==> config.mk <==
export PLATFORM = sky130hd
export DESIGN_NAME = adc_uart_dump_flat
export DESIGN_NICKNAME = d
export VERILOG_FILES = /design/src/rtl/adc_uart_dump_if.sv /design/src/rtl/adc_uart_dump.sv /design/src/flat_wrapper.sv
export SDC_FILE = /design/constraint.sdc
export NUM_CORES = 1
export LEC_CHECK = 0
export BUFFER_PORTS_ARGS = -buffer_cell sky130_fd_sc_hd__buf_2
export CAP_MARGIN = 10
export CORE_MARGIN = 2
export CORE_UTILIZATION = 50
export CTS_BUF_LIST = sky130_fd_sc_hd__clkbuf_16
export CTS_CLUSTER_SIZE = 24
export DETAILED_ROUTE_END_ITERATION = 10
export GPL_TIMING_DRIVEN = 0
export PLACE_DENSITY = 0.83
export SETUP_SLACK_MARGIN = 0.1
export SLEW_MARGIN = 5
export SYNTH_ARGS = -nofsm -noshare
export SYNTH_HDL_FRONTEND = slang
export SYNTH_SLANG_ARGS = --single-unit
==> constraint.sdc <==
create_clock -name i_clk -period 1.7 [get_ports i_clk]
set_input_delay 0.34 -clock i_clk [delete_from_list [all_inputs] [get_ports i_clk]]
set_output_delay 0.34 -clock i_clk [all_outputs]
set_load 0.05 [all_outputs]
==> src/rtl/adc_uart_dump_if.sv <==
`default_nettype none
// ============================================================================
// Module      : adc_uart_dump_if
// Description : Bundle of the frame-dump control, sample RAM read port and
//               UART serial line. Signal names follow the dump block's own
//               direction: i_* flow into the dump block, o_* flow out of it.
//   i_start     1   begin-frame pulse
//   o_busy      1   frame in progress
//   o_done      1   end-of-frame pulse
//   o_rd_addr   8   sample RAM read address
//   i_rd_data   12  sample RAM read data (one cycle behind the address)
//   o_uart_tx   1   8N1 serial output, idle high
//   Modports    : master = controller/RAM side, slave = dump block
// Revision    : 1.0 - initial release
// ============================================================================
interface adc_uart_dump_if;
    logic        i_start;
    logic        o_busy;
    logic        o_done;
    logic [7:0]  o_rd_addr;
    logic [11:0] i_rd_data;
    logic        o_uart_tx;

    modport master (
        output i_start,
        output i_rd_data,
        input  o_busy,
        input  o_done,
        input  o_rd_addr,
        input  o_uart_tx
    );

    modport slave (
        input  i_start,
        input  i_rd_data,
        output o_busy,
        output o_done,
        output o_rd_addr,
        output o_uart_tx
    );
endinterface
`default_nettype wire

==> src/rtl/adc_uart_dump.sv <==
`default_nettype none
// ============================================================================
// Module      : adc_uart_dump
// Description : After a start pulse, reads NUM_POINTS 12-bit samples from a
//               synchronous-read sample RAM and streams them over an 8N1 UART
//               as one binary frame:
//                 SYNC_BYTE, then per sample {4'h0,d[11:8]}, d[7:0]
//               in address order 0..NUM_POINTS-1.
// Ports       :
//   i_clk        1   system clock
//   i_rst        1   asynchronous active-high reset
//   bus          -   adc_uart_dump_if.slave (start/busy/done, RAM read port,
//                    UART tx line)
// Parameters  :
//   NUM_POINTS   samples per frame (1..256)
//   CLKS_PER_BIT i_clk cycles per UART bit
//   SYNC_BYTE    first byte of every frame
// Build option: define ADC_DUMP_CHECKSUM_EN to append one byte holding the
//               mod-256 sum of all sample bytes (sync byte excluded).
// Revision    : 1.0 - initial release
// ============================================================================
module adc_uart_dump #(
    parameter int         NUM_POINTS   = 200,
    parameter int         CLKS_PER_BIT = 217,
    parameter logic [7:0] SYNC_BYTE    = 8'hA5
) (
    input  wire            i_clk,
    input  wire            i_rst,
    adc_uart_dump_if.slave bus
);

    // ------------------------------------------------------------------------
    // Constants
    // ------------------------------------------------------------------------
    localparam int                  c_BAUD_W    = (CLKS_PER_BIT > 1) ? $clog2(CLKS_PER_BIT) : 1;
    localparam logic [c_BAUD_W-1:0] c_BAUD_LAST = c_BAUD_W'(CLKS_PER_BIT - 1);
    localparam logic [7:0]          c_LAST_IDX  = 8'(NUM_POINTS - 1);
    // Bit slots within a UART character: 0 = start, 1..8 = data, 9 = stop.
    localparam logic [3:0]          c_STOP_SLOT = 4'd9;

    localparam logic [2:0] c_ST_IDLE      = 3'd0;
    localparam logic [2:0] c_ST_SEND_SYNC = 3'd1;
    localparam logic [2:0] c_ST_FETCH     = 3'd2;
    localparam logic [2:0] c_ST_WAIT_RD   = 3'd3;
    localparam logic [2:0] c_ST_SEND_HI   = 3'd4;
    localparam logic [2:0] c_ST_SEND_LO   = 3'd5;
    localparam logic [2:0] c_ST_FINISH    = 3'd6;
`ifdef ADC_DUMP_CHECKSUM_EN
    localparam logic [2:0] c_ST_SEND_CSUM = 3'd7;
`endif

    // ------------------------------------------------------------------------
    // Declarations
    // ------------------------------------------------------------------------
    logic [2:0]          r_state;
    logic [2:0]          w_state_next;

    logic [7:0]          r_rd_addr;     // doubles as the sample index
    logic [11:0]         r_sample;

    logic                r_tx_active;
    logic [c_BAUD_W-1:0] r_baud_cnt;
    logic [3:0]          r_bit_cnt;
    logic [8:0]          r_tx_shift;    // remaining data bits followed by stop bit
    logic                r_tx_line;

    logic                w_tx_done;
    logic                w_tx_load;
    logic [7:0]          w_tx_byte;
    logic                w_busy;
    logic                w_done;
    logic                w_last_sample;

`ifdef ADC_DUMP_CHECKSUM_EN
    logic [7:0]          r_csum;
`endif

    // Stop bit of the current character is in its final clock.
    assign w_tx_done     = r_tx_active && (r_bit_cnt == c_STOP_SLOT) && (r_baud_cnt == c_BAUD_LAST);
    assign w_last_sample = (r_rd_addr == c_LAST_IDX);

    // ------------------------------------------------------------------------
    // FSM: state register
    // ------------------------------------------------------------------------
    always_ff @(posedge i_clk or posedge i_rst) begin
        if (i_rst) begin
            r_state <= c_ST_IDLE;
        end else begin
            r_state <= w_state_next;
        end
    end

    // ------------------------------------------------------------------------
    // FSM: next-state logic
    // Every SEND_* state leaves on the same edge the stop bit ends, so the
    // following character can be launched on the very next cycle.
    // ------------------------------------------------------------------------
    always_comb begin
        w_state_next = r_state;
        case (r_state)
            c_ST_IDLE: begin
                if (bus.i_start) begin
                    w_state_next = c_ST_SEND_SYNC;
                end
            end
            c_ST_SEND_SYNC: begin
                if (w_tx_done) begin
                    w_state_next = c_ST_FETCH;
                end
            end
            c_ST_FETCH: begin
                w_state_next = c_ST_WAIT_RD;
            end
            c_ST_WAIT_RD: begin
                w_state_next = c_ST_SEND_HI;
            end
            c_ST_SEND_HI: begin
                if (w_tx_done) begin
                    w_state_next = c_ST_SEND_LO;
                end
            end
            c_ST_SEND_LO: begin
                if (w_tx_done) begin
                    if (w_last_sample) begin
`ifdef ADC_DUMP_CHECKSUM_EN
                        w_state_next = c_ST_SEND_CSUM;
`else
                        w_state_next = c_ST_FINISH;
`endif
                    end else begin
                        w_state_next = c_ST_FETCH;
                    end
                end
            end
`ifdef ADC_DUMP_CHECKSUM_EN
            c_ST_SEND_CSUM: begin
                if (w_tx_done) begin
                    w_state_next = c_ST_FINISH;
                end
            end
`endif
            c_ST_FINISH: begin
                // i_start is deliberately not looked at here.
                w_state_next = c_ST_IDLE;
            end
            default: begin
                w_state_next = c_ST_IDLE;
            end
        endcase
    end

    // ------------------------------------------------------------------------
    // FSM: output logic
    // The shifter is loaded on the first cycle of a SEND_* state, i.e. while
    // the transmitter is still idle; it goes active on the following edge.
    // ------------------------------------------------------------------------
    always_comb begin
        w_busy    = 1'b1;
        w_done    = 1'b0;
        w_tx_load = 1'b0;
        w_tx_byte = 8'h00;
        case (r_state)
            c_ST_IDLE: begin
                w_busy = 1'b0;
            end
            c_ST_SEND_SYNC: begin
                w_tx_load = !r_tx_active;
                w_tx_byte = SYNC_BYTE;
            end
            c_ST_SEND_HI: begin
                w_tx_load = !r_tx_active;
                w_tx_byte = {4'h0, r_sample[11:8]};
            end
            c_ST_SEND_LO: begin
                w_tx_load = !r_tx_active;
                w_tx_byte = r_sample[7:0];
            end
`ifdef ADC_DUMP_CHECKSUM_EN
            c_ST_SEND_CSUM: begin
                w_tx_load = !r_tx_active;
                w_tx_byte = r_csum;
            end
`endif
            c_ST_FINISH: begin
                w_busy = 1'b0;
                w_done = 1'b1;
            end
            default: begin
                w_busy = 1'b1;
            end
        endcase
    end

    // ------------------------------------------------------------------------
    // Read address / sample capture
    // The address is updated on the edge that enters FETCH so it is on the
    // bus during FETCH; the synchronous RAM presents data during WAIT_RD,
    // which is captured on the edge leaving WAIT_RD. Outside these updates
    // the address holds.
    // ------------------------------------------------------------------------
    always_ff @(posedge i_clk or posedge i_rst) begin
        if (i_rst) begin
            r_rd_addr <= 8'h00;
            r_sample  <= 12'h000;
        end else begin
            if ((r_state == c_ST_SEND_SYNC) && w_tx_done) begin
                r_rd_addr <= 8'h00;
            end else if ((r_state == c_ST_SEND_LO) && w_tx_done && !w_last_sample) begin
                r_rd_addr <= r_rd_addr + 8'd1;
            end

            if (r_state == c_ST_WAIT_RD) begin
                r_sample <= bus.i_rd_data;
            end
        end
    end

`ifdef ADC_DUMP_CHECKSUM_EN
    // ------------------------------------------------------------------------
    // Running mod-256 sum of both bytes of every sample.
    // ------------------------------------------------------------------------
    always_ff @(posedge i_clk or posedge i_rst) begin
        if (i_rst) begin
            r_csum <= 8'h00;
        end else if ((r_state == c_ST_IDLE) && bus.i_start) begin
            r_csum <= 8'h00;
        end else if (r_state == c_ST_WAIT_RD) begin
            r_csum <= r_csum + {4'h0, bus.i_rd_data[11:8]} + bus.i_rd_data[7:0];
        end
    end
`endif

    // ------------------------------------------------------------------------
    // UART transmitter (8N1, LSB first)
    // r_tx_line is registered so the serial output is glitch free. On load
    // it drops to the start bit; each bit boundary shifts the next slot out.
    // After the stop slot the line simply stays high.
    // ------------------------------------------------------------------------
    always_ff @(posedge i_clk or posedge i_rst) begin
        if (i_rst) begin
            r_tx_active <= 1'b0;
            r_baud_cnt  <= '0;
            r_bit_cnt   <= 4'd0;
            r_tx_shift  <= 9'h1FF;
            r_tx_line   <= 1'b1;
        end else if (w_tx_load) begin
            r_tx_active <= 1'b1;
            r_baud_cnt  <= '0;
            r_bit_cnt   <= 4'd0;
            r_tx_shift  <= {1'b1, w_tx_byte};
            r_tx_line   <= 1'b0;
        end else if (r_tx_active) begin
            if (r_baud_cnt == c_BAUD_LAST) begin
                r_baud_cnt <= '0;
                if (r_bit_cnt == c_STOP_SLOT) begin
                    r_tx_active <= 1'b0;
                    r_bit_cnt   <= 4'd0;
                end else begin
                    r_bit_cnt  <= r_bit_cnt + 4'd1;
                    r_tx_line  <= r_tx_shift[0];
                    r_tx_shift <= {1'b1, r_tx_shift[8:1]};
                end
            end else begin
                r_baud_cnt <= r_baud_cnt + c_BAUD_W'(1);
            end
        end
    end

    // ------------------------------------------------------------------------
    // Port drive
    // ------------------------------------------------------------------------
    assign bus.o_busy    = w_busy;
    assign bus.o_done    = w_done;
    assign bus.o_rd_addr = r_rd_addr;
    assign bus.o_uart_tx = r_tx_line;

endmodule
`default_nettype wire

==> src/flat_wrapper.sv <==
// flat-port wrapper written by rule: the top's interface ports become plain ports
module adc_uart_dump_flat 
#(
    parameter int         NUM_POINTS   = 200,
    parameter int         CLKS_PER_BIT = 217,
    parameter logic [7:0] SYNC_BYTE    = 8'hA5
)
  (i_clk, i_rst, bus_i_start, bus_i_rd_data, bus_o_busy, bus_o_done, bus_o_rd_addr, bus_o_uart_tx);
  adc_uart_dump_if bus_i ();
  input  wire i_clk;
  input  wire i_rst;
  input wire logic [$bits(bus_i.i_start)-1:0] bus_i_start;
  input wire logic [$bits(bus_i.i_rd_data)-1:0] bus_i_rd_data;
  output wire logic [$bits(bus_i.o_busy)-1:0] bus_o_busy;
  output wire logic [$bits(bus_i.o_done)-1:0] bus_o_done;
  output wire logic [$bits(bus_i.o_rd_addr)-1:0] bus_o_rd_addr;
  output wire logic [$bits(bus_i.o_uart_tx)-1:0] bus_o_uart_tx;
  assign bus_i.i_start = bus_i_start;
  assign bus_i.i_rd_data = bus_i_rd_data;
  assign bus_o_busy = bus_i.o_busy;
  assign bus_o_done = bus_i.o_done;
  assign bus_o_rd_addr = bus_i.o_rd_addr;
  assign bus_o_uart_tx = bus_i.o_uart_tx;
  adc_uart_dump #(.NUM_POINTS(NUM_POINTS), .CLKS_PER_BIT(CLKS_PER_BIT), .SYNC_BYTE(SYNC_BYTE)) u_core (.i_clk(i_clk), .i_rst(i_rst), .bus(bus_i));
endmodule
==> qor.yml <==
fp.dieW_um: 72.2
library_cells_used_by_synthesis: 50
ir_drop_v: 0.000606
startpoint: "u_core.r_state[1]"
crit_required_ns: 1.36
fmax_ghz: 0.557
finalPower_w: 0.00227
worstMarginPinSlew_ns: 0.492
post-route-util_pct: 72.3
startpoint_type: "flop"
drt-vias-per-instance: 6.09
place.detailed.hpwl_mm: 3.38
initial_drt_pass_iterations: 4
postSynthNetCount: 247
end_kind: "output port"
period_minus_slack_ns: 1.80
count_of_clock_tree_sinks: 45
floorplan.rows: 24
maxCapViolCount: 0
cts_buffer_depth: 2
power.static_leakage_nw: 1.42
leading_post_synthesis_cells_by_cell_area: "sky130_fd_sc_hd__dfrtp_1, sky130_fd_sc_hd__dfstp_2, sky130_fd_sc_hd__mux2_2"
fin_nets: 309
power.share.combinational_pct: 2.6
hold_path.class: "in -> async"
grtUsageTotal_pct: 21.4
place.gp.congestion: 0.732
seq_power_share_pct: 48.2
synthDominantCellAreaShare_pct: 38.8
run_status: "finished with violations"
clock_power_share_pct: 49.1
synth_largest_area_cell: "sky130_fd_sc_hd__dfrtp_1"
ys_warn_count: 0
critPathKind: "reg -> out"
relSlewSlack_pct: 67.2
synth-edff-count: 0
floorplan.initialDensity_pct: 52.7
regToRegStartpoint: "u_core.r_baud_cnt[1]"
rrSetupSlack_ns: -0.06
clock_latency_of_the_later_clocked_register_in_the_worst_skew_pair_ns: 0.30
route.vias.total: 2082
core_region_area_um2: 4410
regToRegEndpoint: "u_core.bus.o_rd_addr[2]"
post-route-worst-setup-slack_ns: -0.0951
power_report.internal_total_w: 0.00181
netlist_instances: 227
fin_worst_skew_ns: 0.0157
remaining_drc_errors: 0
grt_max_degree: 27
postSynth.asyncResetShare_pct: 100
portBuffers: 25
first_global_vias: 1913
insertedDiodeCount: 0
boundaryPins: 26
critical_path_arrival_ns: 1.46
yosysSeqAreaShare_pct: 48.9
final_layout_size_suffix_gt1_share_pct: 49.3
avgRoutedWirePerCell_um: 18.0
finalSetupViolCount: 3
fin_hold_ws_ns: 0.0597
final-max-slew-violation-count: 0
grt_overflow: 0
violated_checks: "negative setup slack"
synth.avg_cell_area_um2: 10.2
area_growth_syn_to_layout_pct: 37.3
wirelength_mm: 6.17
power_per_cell_area_nw_per_um2: 710
fp.dieArea_um2: 5210
clk_pin_slew_worst_paths_ns: 0.07
first_iter_violations: 244
synth-seq-cells: 45
worst_setup_path_endpoint: "bus_o_busy"
commonest_register_cell_after_synthesis: "sky130_fd_sc_hd__dfrtp_1"
rsz_0062_raised_after_global_routing: "true"
grt_antenna_before_repair: 0
ctsRootBufferMaster: "sky130_fd_sc_hd__clkbuf_16"
ctsHtreeMaxLevel: 2
timing.reg2reg.worst_path_depth: 8
die_boundary_height_um: 72.2
power.share.switching_pct: 20.3
grt_first_pass_wirelength_mm: 8.71
synth.cell_area_um2: 2320
crit_fanout: 3
p_sw_w: 0.000459
finalHoldViolations: 0
cts_inserted_buffers: 5
antenna_violating_nets_post_route: 0
fillCellCount: 287
final.period_utilization_pct: 106
cts_tree: "yes"
[kinds of logic after synthesis]
logic type               synth area share [%]
multiplexers                             7.54
flip-flops                               48.9
AO/OA/AOI/OAI                            16.7
XOR/XNOR                                 1.13
adder cells (fa/ha/maj)                  2.69
buffers and inverters                    2.96
AND/OR/NAND/NOR                          20.0
[worst min path at each step]
stage                               to                 start  slack, ns  cells after the start
2_1_floorplan     u_core.r_tx_shift[0]  u_core.r_tx_shift[0]       0.46                      2
3_3_place_gp      u_core.r_tx_shift[2]  u_core.r_tx_shift[2]       0.47                      1
3_5_place_dp      u_core.r_baud_cnt[4]                 i_rst       0.38                      2
4_1_cts        u_core.bus.o_rd_addr[5]                 i_rst       0.07                      2
5_1_grt              u_core.r_state[0]                 i_rst       0.09                      2
6_report             u_core.r_state[0]                 i_rst       0.06                      2
[per-stage QoR]
step	cells	TNS (ns)	setup slack [ns]	instance area (um2)
after global routing	342	-0.420	-0.115	3190
after global placement	304	-10.91	-0.409	2540
after CTS	323	-0.195	-0.109	2900
after detailed placement	305	-0.324	-0.119	2560
after floorplan	227	0	0.0814	2350
final	342	-0.218	-0.0951	3190
[power by group through the flow]
stage / Clock, W / Combinational (W) / Sequential, W
detailed placement: 0 / 0.0000607 / 0.00111
floorplan: 0 / 0.0000314 / 0.00111
global route: 0.00118 / 0.0000675 / 0.00110
finish: 0.00111 / 0.0000594 / 0.00109
global placement: 0 / 0.0000524 / 0.00111
CTS: 0.00111 / 0.0000606 / 0.00109
[layer usage]
metal  wire [um]  track usage, %  share of wire [%]  up-vias
li1            -               -                  -      951
met1        2600            27.8                 42     1028
met2        3070            35.1                 50       88
met3         363            5.00                5.9       15
met4         127            7.55                2.1        0
met5           0               0                  0        -
[state kept, by name, indices dropped and copies added (netlist names)]
| signal | flops |
|---|---|
| u_core.r_sample | 12 |
| u_core.bus.o_rd_addr | 8 |
| u_core.r_baud_cnt | 8 |
| u_core.r_tx_shift | 8 |
| u_core.r_bit_cnt | 4 |
| u_core.r_state | 3 |
| u_core.bus.o_uart_tx | 1 |
| u_core.r_tx_active | 1 |
[critical path: stages, from the launching register on]
cell	delay, ns
sky130_fd_sc_hd__dfrtp_1	0.40
sky130_fd_sc_hd__buf_6	0.13
sky130_fd_sc_hd__nor2b_4	0.13
sky130_fd_sc_hd__or3_4	0.33
sky130_fd_sc_hd__buf_8	0.16
[Yosys cell counts, drive strengths merged (2+ instances only)]
| cell | n |
|---|---|
| buf | 6 |
| nand3 | 9 |
| a21o | 2 |
| nor2 | 17 |
| or3 | 2 |
| mux2i | 4 |
| a211oi | 2 |
| mux2 | 12 |
| o2bb2ai | 2 |
| and3 | 9 |
| nand3b | 2 |
| nand2 | 26 |
| a221o | 2 |
| nand4 | 3 |
| inv | 7 |
| a22o | 2 |
| o21ai | 28 |
| o22ai | 2 |
| dfrtp | 36 |
| and3b | 2 |
| and2 | 2 |
| o41ai | 3 |
| xor2 | 2 |
| dfstp | 9 |
| nor3 | 4 |
| ha | 5 |
| a21oi | 6 |
| and4b | 2 |
| o31ai | 6 |
| nor2b | 2 |
[cells in the final DEF (no fill, tap or decap), types with 7 or more instances in the layout]
cell                      instances
sky130_fd_sc_hd__mux2_2          12
sky130_fd_sc_hd__buf_4           26
sky130_fd_sc_hd__nand2_1         21
sky130_fd_sc_hd__buf_2           24
sky130_fd_sc_hd__dfrtp_2          7
sky130_fd_sc_hd__buf_6            9
sky130_fd_sc_hd__o21ai_1         10
sky130_fd_sc_hd__dfrtp_1         29
sky130_fd_sc_hd__dfstp_2          9
sky130_fd_sc_hd__nand3_1          8
sky130_fd_sc_hd__nor2_1          11
sky130_fd_sc_hd__o21ai_0         12
[final cells by class]
class	count	area, um2	share of cell area [%]
multi-input combinational	168	1310	41.2
sequential	45	1150	35.9
timing repair buffer	55	390	12.2
clock buffer	5	125	3.92
buffer	7	75.1	2.35
tap	52	65.1	2.04
clock inverter	3	42.5	1.33
inverter	7	33.8	1.06
[what timing repair did]
item / in CTS / in global routing
hold buffers: 0 / 0
buffers inserted: 9 / 19
gates resized for setup: 30 / 47
gates cloned: 1 / 0
pin swaps: 6 / 18
setup endpoints to repair: 31 / 36
Note: power is estimated with default switching activity, not from simulation.
